## src/rtl/pwm_gen.sv

```systemverilog
// rtl/pwm_gen.sv - PWM output stage with boundary-loaded shadow compares
// Watches count_val for wrap-around and drives pwm_out/overflow_pulse from shadows.
module pwm_gen (
  input  logic        clk,
  input  logic        rst,
  input  logic [15:0] count_val,
  input  logic [15:0] period,
  input  logic        upnotdown,
  input  logic        pwm_en,
  input  logic [15:0] compare1,
  input  logic [15:0] compare2,
  input  logic [1:0]  functions,
  input  logic        update_req,
  output logic        pwm_out,
  output logic        overflow_pulse,
  output logic        upd_pending
);

  typedef enum logic {OFF = 1'b0, RUN = 1'b1} state_t;

  state_t      state, state_nxt;
  logic [15:0] prev_count;
  logic [15:0] sh_c1, sh_c2, c1_nxt, c2_nxt;
  logic [1:0]  sh_fn, fn_nxt;
  logic        pending, pending_nxt;
  logic        boundary, load, pwm_nxt;

  function automatic logic duty(input logic [1:0] fn, input logic [15:0] c1,
                                input logic [15:0] c2, input logic [15:0] cnt);
    logic r;
    if (fn[1])      r = (cnt >= c1) && (cnt < c2);
    else if (fn[0]) r = (cnt >= c1);
    else            r = (cnt < c1);
    return r;
  endfunction

  // A zero period never wraps, so pending updates simply wait.
  always_comb begin
    boundary = 1'b0;
    if (period != 16'd0) begin
      if (upnotdown) boundary = (prev_count == period) && (count_val == 16'd0);
      else           boundary = (prev_count == 16'd0) && (count_val == period);
    end
  end

  always_comb begin
    state_nxt   = state;
    load        = 1'b0;
    pending_nxt = pending;
    case (state)
      OFF: begin
        load        = 1'b1;
        pending_nxt = 1'b0;
        if (pwm_en) state_nxt = RUN;
      end
      RUN: begin
        if (!pwm_en) begin
          state_nxt   = OFF;
          load        = 1'b1;
          pending_nxt = 1'b0;
        end else if (boundary) begin
          load        = 1'b1;
          pending_nxt = 1'b0;
        end else if (update_req) begin
          pending_nxt = 1'b1;
        end
      end
      default: state_nxt = OFF;
    endcase
    c1_nxt  = load ? compare1  : sh_c1;
    c2_nxt  = load ? compare2  : sh_c2;
    fn_nxt  = load ? functions : sh_fn;
    // Output is computed from the shadows as they will be after this edge.
    pwm_nxt = (state_nxt == RUN) && duty(fn_nxt, c1_nxt, c2_nxt, count_val);
  end

  always_ff @(posedge clk) begin
    if (rst) begin
      state          <= OFF;
      prev_count     <= 16'd0;
      sh_c1          <= 16'd0;
      sh_c2          <= 16'd0;
      sh_fn          <= 2'd0;
      pending        <= 1'b0;
      pwm_out        <= 1'b0;
      overflow_pulse <= 1'b0;
    end else begin
      state          <= state_nxt;
      prev_count     <= count_val;
      sh_c1          <= c1_nxt;
      sh_c2          <= c2_nxt;
      sh_fn          <= fn_nxt;
      pending        <= pending_nxt;
      pwm_out        <= pwm_nxt;
      overflow_pulse <= boundary;
    end
  end

  assign upd_pending = pending;

endmodule

```

## config.mk

```make
export PLATFORM = sky130hd
export DESIGN_NAME = pwm_gen
export DESIGN_NICKNAME = d
export VERILOG_FILES = /design/src/rtl/pwm_gen.sv
export SDC_FILE = /design/constraint.sdc
export NUM_CORES = 1
export LEC_CHECK = 0
export CAP_MARGIN = 20
export CORE_ASPECT_RATIO = 1.2
export CORE_MARGIN = 3
export CORE_UTILIZATION = 25
export DETAILED_ROUTE_END_ITERATION = 6
export HOLD_SLACK_MARGIN = 0.1
export SYNTH_ARGS = -nofsm -noshare
export SYNTH_HDL_FRONTEND = slang
export SYNTH_SLANG_ARGS = --single-unit
```

## constraint.sdc

```tcl
create_clock -name clk -period 4.85 [get_ports clk]
set_input_delay 0.7275 -clock clk [delete_from_list [all_inputs] [get_ports clk]]
set_output_delay 0.7275 -clock clk [all_outputs]
set_load 0.03 [all_outputs]
```

* Yosys cells after proc, flatten, opt, wreduce, memory -nomap -nowiden
Index checks and enable logic that the tools add are counted.
** Word-level totals
- Memories kept :: 0
- Logic and storage cells :: 37
- Bits in latches :: 0
- Bits in read-only memories :: 0
- Register bits after elaboration :: 54
- RAM bits :: 0
** Cells by class
- Shift operators :: 0
- Bitwise operators :: 1
- Reduce and logical (&&, ||, !) cells :: 7
- Muxes and demuxes :: 15
- Multiply operators :: 0
- Div/mod/pow operators :: 0
- Magnitude comparators :: 3
- Equal/unequal tests :: 3
- Add/sub/neg operators :: 0
** Operators by type and width (count)
- $eq A16 B16 Y1 :: 2
- $logic_not A16 Y1 :: 2
- $lt A16 B16 Y1 :: 2
- $mux W16 :: 2
- $ge A16 B16 Y1 :: 1
- $reduce_bool A16 Y1 :: 1
- $mux W1 :: 10
- $logic_and A1 B1 Y1 :: 4
- $ne A4 B3 Y1 const B :: 1
- $pmux W1 S2 :: 2
- $mux W2 :: 1
- $not A1 Y1 :: 1

* Longest topological paths before layout
- Depth in word-level cells :: 12
- Depth in mapped cells :: 15
- Gate-level depth less buffers :: 13

* Worst setup path before layout
Ideal clock, no wire load.
- Kind :: input to register
- Start point :: input port period[5]
- End point :: register pwm_out
- Setup slack :: 1265 ps
- Required time :: 4780 ps
- Cell stages on the path :: 14
- Arrival time :: 3515 ps
- Cell sequence :: nor4_1 > nand4_1 > nor4b_2 > a221oi_2 > buf_6 > buf_4 > mux2i_1 > ha_1 > a2111oi_0 > o21ai_0 > a21oi_1 > a21boi_0 > o211ai_1 > a21oi_1
** Between the ends
- Longest elaborated chain between the ends :: 12
- Elaborated cells on any way between the ends :: 20
- Classes of those cells :: 3 x order compare; 2 x eq/ne; 10 x mux; 5 x reduce/logical
** Ends and longest elaborated chain
- start, declared :: RTL line 7 : input logic [15:0] period,
- $eq A16 B16 Y1 (on tied branches) :: RTL line 42, 41
- $logic_and A1 B1 Y1 (on tied branches) :: RTL line 42, 41
- $mux W1 :: RTL line 41 : if (upnotdown) boundary = (prev_count == period) && (count_val == 16'd0);
- $mux W1 (*) :: RTL line 40 : if (period != 16'd0) begin
- $mux W1 (*) :: RTL line 61 : end else if (boundary) begin
- $mux W1 (*) :: RTL line 57 : if (!pwm_en) begin
- $pmux W1 S2 (*) :: RTL line 50 : case (state)
- $mux W16 (on tied branches) :: RTL line 70, 71
- $lt A16 B16 Y1, or another cell as far along :: RTL line 33 : else r = (cnt < c1);
- $mux W1 / $logic_and A1 B1 Y1 (equally long branches) :: RTL line 32, 31
- $mux W1 (*) :: RTL line 31 : if (fn[1]) r = (cnt >= c1) && (cnt < c2);
- $logic_and A1 B1 Y1 (*) :: RTL line 74 : pwm_nxt = (state_nxt == RUN) && duty(fn_nxt, c1_nxt, c2_nxt, count_val);
- end signal, assigned :: RTL line 94 : pwm_out <= pwm_nxt;
- end, declared :: RTL line 14 : output logic pwm_out,
Every way passes the cells marked *; elsewhere a longest branch is shown, timed or not.
A chain may end at the register's enable or synchronous reset.

* Worst setup path after layout
- Start point :: input port period[6]
- End point :: register pwm_out
Same word-level chain as after synthesis.

==> flow_summary.ini <==
[timing]
finalCriticalPeriod_ps = 4430
period_share_pct = 91.3
hold_slack_ps = 502
tightest_slew_ps = 608
slew_violations = 0
layout_setup_ws_ps = 421
max_freq_ghz = 0.226
setup-tns-final_ps = 0
skew_ps = 6.23
setup_viol_count_final = 0
slew_headroom_pct = 59.5
rsz0062_at_grt = no
finalHoldViolCount = 0

[power_and_ir_drop]
p_int_mw = 0.839
combPwrFrac_pct = 21.7
peakVddDrop_v = 0.000143
power_mw = 1.13
seqPwrFrac_pct = 42.3
power.clock.fraction_pct = 36.0
p_leak_nw = 1.65
power_switching_mw = 0.295
sw_frac_of_total_pct = 26.0
p_per_area_mw_per_mm2 = 269

[setup_path]
slowest_delay_ps = 580
crit_path_end_kind = flip-flop
crit_slowest_cell = a221oi_4
crit_chain = clkdlybuf4s50_1 -> nor4_1 -> nand4_1 -> nor4b_2 -> a221oi_4 -> buf_12 -> mux2i_1 -> ha_1 -> nand4_1 -> nor3_1 -> a2111oi_0 -> o2111ai_1 -> a211o_1 -> a21oi_1
crit_family = compound AO/OA/AOI/OAI gates
worstPathMaxFanout = 24
cp_common_cell = nand4_1
critPathLaunchType = input pin
path_class = input pin to flip-flop
ff2ff_setup_slack_ps = 1150
arrival_ps = 4650
cp.depth = 14
rr_endpoint = pwm_out
reg2reg_depth = 13
reg2reg_from = prev_count[1]
cp_num_buf_inv = 2
cp.required_ps = 5070

[cts]
cts_root_buf = clkbuf_16
postCtsSetupRepairBufs = 0
htreeDepth = 2
clk_pin_slew_ps = 70
post_cts_resized = 0
clkSinkCount = 54
cts_buffers = 5
clk_latency_ps = 290
clk_path_buf_depth = 2
cts_tree = yes
ctsHoldBuffers = 0

[floorplan]
core-area_sq_mm = 0.0117
die-area_sq_mm = 0.0136
io_pins = 74
row_count = 43
die_w_um = 107
start_util_pct = 26.0
die_h_um = 127

[route]
wirelength_mm = 9.14
ant_nets = 0
viasPerCell = 4.74
drt_iter0_markers = 130
routedWlPerCell_um = 16.3
dr.pass1.iters = 5
vias = 2658
drc_errors = 0

[yosys]
synth_edf_count = 0
synthesis.area_sq_mm = 0.00305
seq_area_frac_synth_pct = 35.4
synth_ff_type = dfxtp_1
synthesis.nets = 419
ys.warnings.count = 0
synthArstFlopShare_pct = 0
post_synth_num_cell_types = 34
postSynthAreaPerCell_sq_um = 9.62
netlist_instances = 317
ys_ff_latch = 54

[placed_design]
place_inst = 553
placed_cell_area_sq_mm = 0.00405
hpwl_mm = 7.65
io_buffer_count = 73
preCtsSetupSlack_ps = 82.9
place.gp.congestion = 0.909

[global_route]
use_met1_pct = 17.4
grt_max_degree = 55
grt_pass1_vias = 2765
grt_pass1_wl_mm = 14.4
use_met3_pct = 2.53
gr-usage-met2_pct = 22.4
gr-usage-all-layers_pct = 13.5
top_usage_layer = met2
grt-ovfl-total = 0
antenna_found_initial = 0

[cells_and_area]
nets = 505
finalNonFillerCells = 561
antenna_cells = 0
nFillCells = 1270
utilization_pct = 36.0
areaGrowthSynthToFinish_pct = 38.4
fin_area_sq_mm = 0.00422
drive_gt1_share_pct = 7.43

[hold_path]
holdCritStartpoint = upd_pending
hold_path_end = upd_pending
min_path_cells = 2
min_path_type = flip-flop to flip-flop

[job]
cap_violations = 0

[outcome]
outcome = completed
## power groups by stage
stage / clock [mW] / combinational (mW) / sequential [mW]
after floorplan: 0 / 0.125 / 0.488
after global placement: 0 / 0.246 / 0.490
after detailed placement: 0 / 0.248 / 0.490
after CTS: 0.418 / 0.249 / 0.480
after global routing: 0.432 / 0.275 / 0.482
final: 0.408 / 0.247 / 0.480
## Yosys cell counts (3+ instances only)
cell type,n,area (sq um)
o21ai_0,5,25.0
xor2_1,32,280
nor3_1,6,30.0
a21oi_1,10,50.1
inv_1,3,11.3
ha_1,31,388
nor2b_1,18,113
o211ai_1,3,22.5
nand4_1,8,50.1
a21o_1,4,30.0
mux2i_1,33,330
a2111oi_0,3,26.3
nand2_1,9,33.8
dfxtp_1,54,1080
nor4_1,25,156
buf_6,3,33.8
or4_1,4,30.0
nor2_1,40,150
clkbuf_1,6,22.5
## tightest hold or removal path, cell delays in order (launching register included)
cell and delay (ps):
dfxtp_1 310, nor2_1 100, nor3b_1 50
## state kept, by name, summed over array words and instances (netlist names)
signal	cells
sh_fn	2
overflow_pulse	1
upd_pending	1
pwm_out	1
prev_count	16
sh_c1	16
sh_c2	16
state	1
## routing by layer
metal	vias up	part of all wire, %
met2	75	47
met3	16	4.8
met1	1236	45
met5	-	0
met4	0	2.5
li1	1331	-
## cell families after synthesis
| group | Yosys count | synth area share (%) |
|---|---|---|
| mux | 35 | 11.7 |
| xor+xnor | 32 | 9.19 |
| simple gates | 118 | 21.0 |
| fa+ha+maj | 31 | 12.7 |
| buf+inv | 13 | 2.46 |
| flops | 54 | 35.4 |
| compound gates | 34 | 7.55 |
## cell type report
type | instances | area [sq um] | area share, %
Clock inverter | 3 | 43.8 | 1.04
Clock buffer | 5 | 125 | 2.96
Timing Repair Buffer | 89 | 858 | 20.3
Tap cell | 157 | 196 | 4.65
Sequential cell | 54 | 1080 | 25.6
Multi-Input combinational cell | 250 | 1910 | 45.1
Inverter | 3 | 11.3 | 0.267
## layout by cell type (no fill, tap or decap), types with 2 or more instances in the layout
cell type         n
mux2i_1          33
or4_1             4
nand4_1           8
ha_1             31
o21ai_0           5
o211ai_1          3
nor3_1            6
xor2_1           32
a21o_1            4
dfxtp_1          54
a31oi_1           2
a21oi_1          10
inv_1             3
nor4_1           25
nand3b_1          2
o21a_1            2
clkdlybuf4s50_1  72
nor2_1           40
a2111oi_0         3
and4_1            2
nand2_1           9
buf_4            15
clkbuf_16         5
nor4b_2           2
nor2b_1          18
## how the worst max path moves through the flow
stage | to | slack, ps | from
6_report | pwm_out | 420 | period[6]
5_1_grt | pwm_out | 100 | period[5]
4_1_cts | pwm_out | 380 | period[5]
3_5_place_dp | pwm_out | 80 | period[5]
3_3_place_gp | pwm_out | 230 | period[5]
2_1_floorplan | pwm_out | 1260 | period[5]
No activity file was read; power rests on OpenSTA's default activity.
